--- src/rtl/topk_serializer.sv ---
// Streams a packed N-element vector out one element per handshake, index 0..N-1.
// Define TOPK_SERIALIZER_DOUBLE_BUF_EN to add a shadow buffer for gapless back-to-back vectors.
module topk_serializer #(
  parameter int DATA_WIDTH    = 32,
  parameter int LOG_INPUT_NUM = 4
) (
  input  logic                                    clk,
  input  logic                                    rst,
  input  logic                                    i_valid,
  output logic                                    i_ready,
  input  logic [DATA_WIDTH*(2**LOG_INPUT_NUM)-1:0] x,
  output logic                                    o_valid,
  input  logic                                    o_ready,
  output logic [DATA_WIDTH-1:0]                   o_data,
  output logic [LOG_INPUT_NUM-1:0]                o_index,
  output logic                                    o_last
);

  localparam int N = 2**LOG_INPUT_NUM;
  localparam logic [LOG_INPUT_NUM-1:0] LAST_IDX = '1;

  typedef enum logic {
    IDLE,
    STREAM
  } state_t;

  state_t                   state_q, state_d;
  logic [LOG_INPUT_NUM-1:0] idx_q, idx_d;
  logic [DATA_WIDTH-1:0]    main_q [N];
  logic                     load_main;

`ifdef TOPK_SERIALIZER_DOUBLE_BUF_EN
  logic [DATA_WIDTH-1:0]    shadow_q [N];
  logic                     shadow_full_q, shadow_full_d;
  logic                     load_shadow;
  logic                     swap_shadow;
`endif

  // NOTE: sequential state uses non-blocking assignments so every register
  // samples the pre-edge values of the others, independent of statement order.
  always_ff @(posedge clk or posedge rst) begin
    if (rst) begin
      state_q       <= IDLE;
      idx_q         <= '0;
`ifdef TOPK_SERIALIZER_DOUBLE_BUF_EN
      shadow_full_q <= 1'b0;
`endif
    end else begin
      state_q       <= state_d;
      idx_q         <= idx_d;
`ifdef TOPK_SERIALIZER_DOUBLE_BUF_EN
      shadow_full_q <= shadow_full_d;
`endif
    end
  end

  // NOTE: the vector buffers carry no reset; stale contents are never visible
  // because outputs are forced to zero outside STREAM and the valid/full flags reset.
  always_ff @(posedge clk) begin
    if (load_main) begin
      for (int k = 0; k < N; k++) main_q[k] <= x[DATA_WIDTH*k +: DATA_WIDTH];
    end
`ifdef TOPK_SERIALIZER_DOUBLE_BUF_EN
    else if (swap_shadow) begin
      for (int k = 0; k < N; k++) main_q[k] <= shadow_q[k];
    end
    if (load_shadow) begin
      for (int k = 0; k < N; k++) shadow_q[k] <= x[DATA_WIDTH*k +: DATA_WIDTH];
    end
`endif
  end

  // NOTE: every signal driven here gets a default first so no path leaves it
  // unassigned, which would otherwise infer a latch.
  always_comb begin
    state_d       = state_q;
    idx_d         = idx_q;
    load_main     = 1'b0;
    i_ready       = 1'b0;
    o_valid       = 1'b0;
    o_data        = '0;
    o_index       = '0;
    o_last        = 1'b0;
`ifdef TOPK_SERIALIZER_DOUBLE_BUF_EN
    shadow_full_d = shadow_full_q;
    load_shadow   = 1'b0;
    swap_shadow   = 1'b0;
`endif

    // Reset gates the handshake outputs combinationally, before the flops clear.
    if (!rst) begin
      case (state_q)
        IDLE: begin
          i_ready = 1'b1;
          if (i_valid) begin
            load_main = 1'b1;
            idx_d     = '0;
            state_d   = STREAM;
          end
        end

        STREAM: begin
          o_valid = 1'b1;
          o_data  = main_q[idx_q];
          o_index = idx_q;
          o_last  = (idx_q == LAST_IDX);
`ifdef TOPK_SERIALIZER_DOUBLE_BUF_EN
          i_ready = !shadow_full_q;
`endif
          if (o_ready) begin
            if (idx_q != LAST_IDX) begin
              idx_d = idx_q + 1'b1;
            end else begin
              idx_d = '0;
`ifdef TOPK_SERIALIZER_DOUBLE_BUF_EN
              if (shadow_full_q) begin
                swap_shadow   = 1'b1;
                shadow_full_d = 1'b0;
              end else if (i_valid) begin
                load_main = 1'b1;  // new vector straight into main, no bubble
              end else begin
                state_d = IDLE;
              end
`else
              state_d = IDLE;
`endif
            end
          end
`ifdef TOPK_SERIALIZER_DOUBLE_BUF_EN
          if (i_valid && !shadow_full_q && !load_main) begin
            load_shadow   = 1'b1;
            shadow_full_d = 1'b1;
          end
`endif
        end

        default: state_d = IDLE;
      endcase
    end
  end

endmodule

--- config.mk ---
export PLATFORM = sky130hd
export DESIGN_NAME = topk_serializer
export DESIGN_NICKNAME = d
export VERILOG_FILES = /design/src/rtl/topk_serializer.sv
export SDC_FILE = /design/constraint.sdc
export NUM_CORES = 1
export LEC_CHECK = 0
export ABC_AREA = 1
export CORE_AREA = 2 2 213 215
export CTS_CLUSTER_DIAMETER = 100
export CTS_CLUSTER_SIZE = 24
export DETAILED_ROUTE_END_ITERATION = 8
export DIE_AREA = 0 0 215 217
export GPL_ROUTABILITY_DRIVEN = 0
export PLACE_DENSITY = 0.9
export SLEW_MARGIN = 20
export SYNTH_ARGS = -nofsm -noshare
export SYNTH_HDL_FRONTEND = slang
export SYNTH_SLANG_ARGS = --single-unit
--- constraint.sdc ---
create_clock -name clk -period 28.1 [get_ports clk]
set_clock_uncertainty 0.1 [all_clocks]
set_input_delay 5.62 -clock clk [delete_from_list [all_inputs] [get_ports clk]]
set_output_delay 5.62 -clock clk [all_outputs]
set_load 0.005 [all_outputs]
==> flow_metrics.tcl <==
set metrics [dict create \
    first_iter_violations 2296 \
    critPathMaxStageDelay_ps 560 \
    synth_most_common_cell "nand2_1" \
    synth_area_leaders "edfxtp_1 (70%), nand2_1 (13%), nand3_1 (7.4%)" \
    crit_type "primary input to primary output" \
    cp_top_family "buffers and inverters" \
    clockBufferDepth 3 \
    p_seq_share_pct 42.8 \
    ios 555 \
    setup_viol 0 \
    critPathMaxFanout 36 \
    numCtsBuffers 25 \
    top_layer "met5" \
    grt_pass1_vias 17199 \
    drc_errors 0 \
    post_cts_resized 0 \
    cts_max_level 1 \
    max_slew_margin_pct 25.8 \
    power_density_nw_per_um2 78.7 \
    maxCapViolCount 0 \
    area_growth_pct 29.6 \
    ir_drop_mv 0.0679 \
    hold_buffers 0 \
    p_clk_share_pct 17.6 \
    hold_viol_final 0 \
    crit_buf_inv 4 \
    yosys_warnings 0 \
    wl_met1_um 23500 \
    critical_path_arrival_ps 7460 \
    p_comb_share_pct 39.6 \
    die_h_um 217 \
    first_pass_iters 6 \
    ys_seq_area_share_pct 70.8 \
    hp-class "register to register" \
    drv_slew 0 \
    synth_area_per_cell_um2 10.7 \
    drive_gt1_share_pct 2.02 \
    power.leakage_uw 0.0113 \
    dieArea_um2 46700 \
    synth.top_cell.area_share_pct 70.2 \
    synthTopCellsByCount "nand2_1 (775), edfxtp_1 (512), nand3_1 (325), inv_1 (261), buf_2 (56)" \
    crit_chain "clkdlybuf4s50_1, nor2_4, clkinv_1, buf_4, a21oi_1, clkdlybuf4s50_1" \
    tightest_slew_ps 1110 \
    port_buffers 554 \
    die_w_um 215 \
    place_hpwl_um 49100 \
    coreArea_um2 44700 \
    cts_setup_buffers 0 \
    critPathLaunchType "primary input" \
    period_share_pct 46.9 \
    nFillCells 3158 \
    vias 17171 \
    rsz0062_at_grt "no" \
    dp_cells 3096 \
    cts_root_buf "clkbuf_16" \
    numClockSinks 517 \
    grt_max_degree 189 \
    antenna_left 0 \
    yosysTopAreaCell "edfxtp_1" \
    rows 78 \
    synthCells 2038 \
    worst_path_max_delay_cell "clkdlybuf4s50_1" \
    routed-wl-met2_um 33300 \
    grt_usage_pct 29.4 \
    stdcell_count 3130 \
    outcome "finished clean" \
    period_needed_ps 13180 \
    start_util_pct 49.0 \
    swShare_pct 39.1 \
    insertion_delay_ps 590 \
    grt_pass1_wl_um 103000 \
    ys_seq_elements 517 \
    wl_met3_um 8870 \
    drt-total-wl_um 70000 \
    cts_tree "done" \
    synth_ff_type "edfxtp_1" \
    globalRoute.totalOverflow 0 \
    antenna_found_initial 11 \
    post_drt_via_cell_ratio 5.49 \
    required_ps 22380 \
    end_kind "primary output" \
    layout.nets 3040 \
    worst_path_most_repeated_cell "clkdlybuf4s50_1" \
    synthArstFlopShare_pct 0.967 \
    synth-edff-count 512 \
    cts.clk_slew.worst_paths_ps 90 \
    p_switching_uw 873 \
    syn-num-nets 2555 \
    tns_ps 0 \
    wl_per_cell_um 22.4 \
    synth_cell_types 21 \
    internal-power_uw 1360 \
    syn_area_um2 21900 \
    fmax_mhz 75.9 \
]
through the flow:
step / cell area, um2 / total power (uW) / utilization (%) / hold slack (ps) / worst slack [ps]
finish: 28400 / 2240 / 63.5 / 487 / 14920
global route: 28400 / 2340 / 63.5 / 521 / 14830
CTS: 28400 / 2230 / 63.5 / 482 / 14920
detailed placement: 27700 / 1840 / 62.0 / 466 / 14920
global placement: 27700 / 1810 / 62.0 / 453 / 14980
floorplan: 21900 / 1480 / - / 410 / 11400
final timing paths:
kind / startpoint / endpoint / slack, ps / cells after the start
worst max-delay path: rst / o_data[27] / 14920 / 6
worst min-delay path: state_q$_DFFE_PP0N_ / state_q$_DFFE_PP0N_ / 490 / 2
worst max register to register: state_q$_DFFE_PP0N_ / main_q[12][31]$_DFFE_PP_ / 24980 / 4
worst min register to register: state_q$_DFFE_PP0N_ / state_q$_DFFE_PP0N_ / 490 / 2
max in group asynchronous: rst / idx_q[2]$_DFFE_PP0P_ / 22420 / 2
min in group asynchronous: rst / idx_q[0]$_DFFE_PP0P_ / 5270 / 2
registers in the layout, indices dropped and copies added, names as in the netlist:
register	count
main_q	512
state_q	1
idx_q	4
power by group through the flow:
stage,Combinational [uW],Clock [uW],Sequential [uW]
after floorplan,515,0,970
after global placement,840,0,971
after detailed placement,869,0,974
after CTS,879,397,957
after global routing,955,422,962
final,886,393,957
layer usage:
metal	GRT usage, %	vias up
met5	0	-
met4	15.8	4
met3	7.66	249
li1	-	7607
met2	48.6	1277
met1	35.7	8034
cell families after synthesis:
family                     Yosys count  synth area share [%]
AOI/OAI and AO/OA                   38                 0.874
xor gates and xnor gates             1                0.0400
adders and majority gates            1                0.0571
buffers and inverters              374                  7.41
DFF                                517                  70.8
and+or+nand+nor                   1107                  20.9
placed cells by master (no fill, tap or decap), types with 2 or more instances in the layout:
master,netlist,final
clkdlybuf4s50_1,0,554
nand3_1,325,325
clkbuf_16,0,25
buf_12,0,2
o21ai_0,3,3
diode_2,0,5
a21oi_1,34,34
clkinv_1,2,2
dfrtp_4,0,3
edfxtp_1,512,512
inv_8,0,2
buf_4,4,11
nor2_1,5,5
nand2_1,775,775
inv_6,0,2
inv_1,261,258
final cells by class:
class	count	area, um2	area share [%]
antenna	5	12.5	0.0441
timing repair buffer	568	5680	20.0
inverter	264	1010	3.56
clock buffer	26	629	2.22
tap	600	751	2.64
clock inverter	3	21.3	0.0749
multi-input combinational	1147	4780	16.8
sequential	517	15500	54.6
tightest hold or removal path, stage by stage (launching register included):
cell     delay [ps]
dfrtp_1         400
o21ai_0         100
nand2_1          60
No activity file was read; power rests on OpenSTA's default activity.
==> RTL edit (same settings) <==
Reset style: synchronous (`rst`), changed in one clocked block.
--- a/src/rtl/topk_serializer.sv
+++ b/src/rtl/topk_serializer.sv
@@ -38,7 +38,7 @@
 
   // NOTE: sequential state uses non-blocking assignments so every register
   // samples the pre-edge values of the others, independent of statement order.
-  always_ff @(posedge clk or posedge rst) begin
+  always_ff @(posedge clk) begin
     if (rst) begin
       state_q       <= IDLE;
       idx_q         <= '0;
Formal check against the unedited RTL: no difference found for any inputs over 4 cycles, from zero or initial values and one cycle with rst high; that may be too few to reach the edited logic, so the function may still have changed.
==> RTL edit against the original RTL <==
- routed wire length is 2.2% lower
- global-route usage down 1.3 points
- sequential cell count up 4
- sequential share of layout area is essentially flat
- worst setup slack worse by 0.41 ns
- synthesized area increased by 0.62%
- utilization is 0.25 points higher
- cell count grew 0.83%
- via count up 0.50%
- cell area increased by 0.40%
- count of clock-buffer cells in the layout increased by 9
- largest cell class unchanged
- highest routed layer unchanged
Power is not compared: it rests on default switching activity, and its combinational part moved more than twofold at a synthesized area within 25%.
==> RTL edit: results (changes against the original RTL) <==
The met3 track utilization from global routing was 6.64% (-1.0 points); the number of DRC violations after detailed-routing iteration 0 was 2,220 (-3.3%). The met3 routed wirelength is 7.17 mm (-19%). The maximum fanout along the worst path came out at 35 (-2.8%). The largest net degree at the start of global routing was 164 (-13%); the vias per cell was 5.47 (-0.33%).

Type of the most critical hold path: reg -> reg. Number of unique standard cell types used by synthesis: 23 (+9.5%). The total track usage is 28.2% (-1.3 points). The run gives 33.2 mm (-0.27%) as the wire length on met2.

The run gives 33.5% (-2.1 points) as the met1 global-route usage. The depth of the worst register-to-register path works out to 6 (+2). The tools report the launching element of the worst setup path as rst.

The detailed router used layers up to and including met5. The async set or reset register ratio after synthesis was 0% (-0.97 points); the combinational power was 0.000188 W. The logs give 0 (unchanged) for the cts-stage hold buffer count and 7.86 ns (+0.40 ns) for the worst path arrival time.

Detailed-router iteration count before antenna repair: 8 (+2). The global-route wire length before repair came out at 98.7 mm (-3.8%). The power dissipated in sequential cells is 0.000908 W.

The clock insertion delay at the later pin of the skew report was 0.57 ns (-0.02 ns); the actual transition at the worst max-transition pin was 1.11 ns (-0.00534 ns). The cell area after placement was 27,800 um2 (+0.28%). In the synthesized netlist, the cells that appear most often are 780 x nand2_1, 512 x edfxtp_1, 322 x nand3_1. The number of gates resized after cts came out at 0 (unchanged). The tools report the initial antenna violation count as 14 (+3).

The most critical setup path has its endpoint at o_data[20]. The sum of net half-perimeters after detailed placement was 47.9 mm (-2.3%); the register area share after synthesis was 70.6% (-0.19 points). The net count after synthesis was 2,566 (+0.43%). The fraction of final layout cells sized beyond drive strength 1 was 2.08% (+0.061 points). The run gives 47.5% (-1.2 points) as the met2 capacity usage during global routing.

Switching power share of the total: 22.9%. By area the synthesized netlist is led by edfxtp_1 70%, nand2_1 13%, nand3_1 7.3%, inv_1 4.5%, buf_6 1.3%. The run finished with clean final reports.

The clock-pin slew on the worst setup and hold paths came out at 0.09 ns (about the same). In this run the critical register-to-register path is captured at main_q[0][11]. Number of nets in the final layout: 3,055 (+0.49%). The startpoint identified for the worst register-to-register timing path is state_q. The logs give 68.4 mm (-2.2%) for the detailed-route wire length and 17,100 (-0.29%) for the number of global-route vias before repair.

The largest stage delay on the critical path was 0.70 ns (+0.14 ns); the buffers inserted during post-CTS setup optimization was 0 (unchanged). The routed metal-1 wire length was 23.6 mm (+0.58%); the flop-to-flop setup slack was 23.49 ns (-1.49 ns).
[RTL edit: cell types whose count changed after synthesis, moves of 2 or more]
cell,before,now
nand2_1,775,780
buf_6,16,26
buf_2,56,44
dfxtp_1,0,9
buf_4,4,2
dfrtp_1,5,0
a21oi_1,34,37
inv_1,261,263
nand3_1,325,322
o21ai_0,3,0
nor2_1,5,7
buf_1,11,15
[RTL edit: through the flow]
step,power [W],instances,setup slack (ns),hold WS [ns],utilization (%)
final,0.00149,3156,14.52,0.434,63.8
after global routing,0.00154,3156,14.49,0.492,63.8
after CTS,0.00150,3147,14.57,0.429,63.7
after detailed placement,0.00111,3111,14.64,0.414,62.2
after global placement,0.00110,3111,14.66,0.400,62.2
after floorplan,0.00102,2049,8.05,0.383,-
[RTL edit: layout make-up]
class	count	area [um2]
clock buffer	35	663
fill	3179	16200
timing repair buffer	571	5680
sequential	521	15600
clock inverter	1	8.76
multi-input combinational	1153	4810
antenna	9	22.5
inverter	266	1010
tap	600	751
[RTL edit: worst min-delay path by stage]
stage | slack (ns) | cells after the start | to | startpoint
after floorplan | 0.38 | 2 | register | idx_q[1]
after global placement | 0.40 | 2 | register | idx_q[1]
after detailed placement | 0.41 | 2 | register | idx_q[1]
after CTS | 0.43 | 2 | register | idx_q[1]
after global routing | 0.49 | 2 | register | idx_q[1]
final | 0.43 | 2 | register | idx_q[1]
[RTL edit: logic make-up (layout without fill, tap and decap cells)]
family          after synthesis  count (layout)  share of synthesized area (%)
flops                       521             521                           70.6
xor+xnor                      1               1                         0.0397
compound gates               39              39                          0.903
fa+ha+maj                     1               1                         0.0568
other cells                   0               9                              0
simple gates               1112            1112                           20.8
buf+inv                     375             873                           7.64
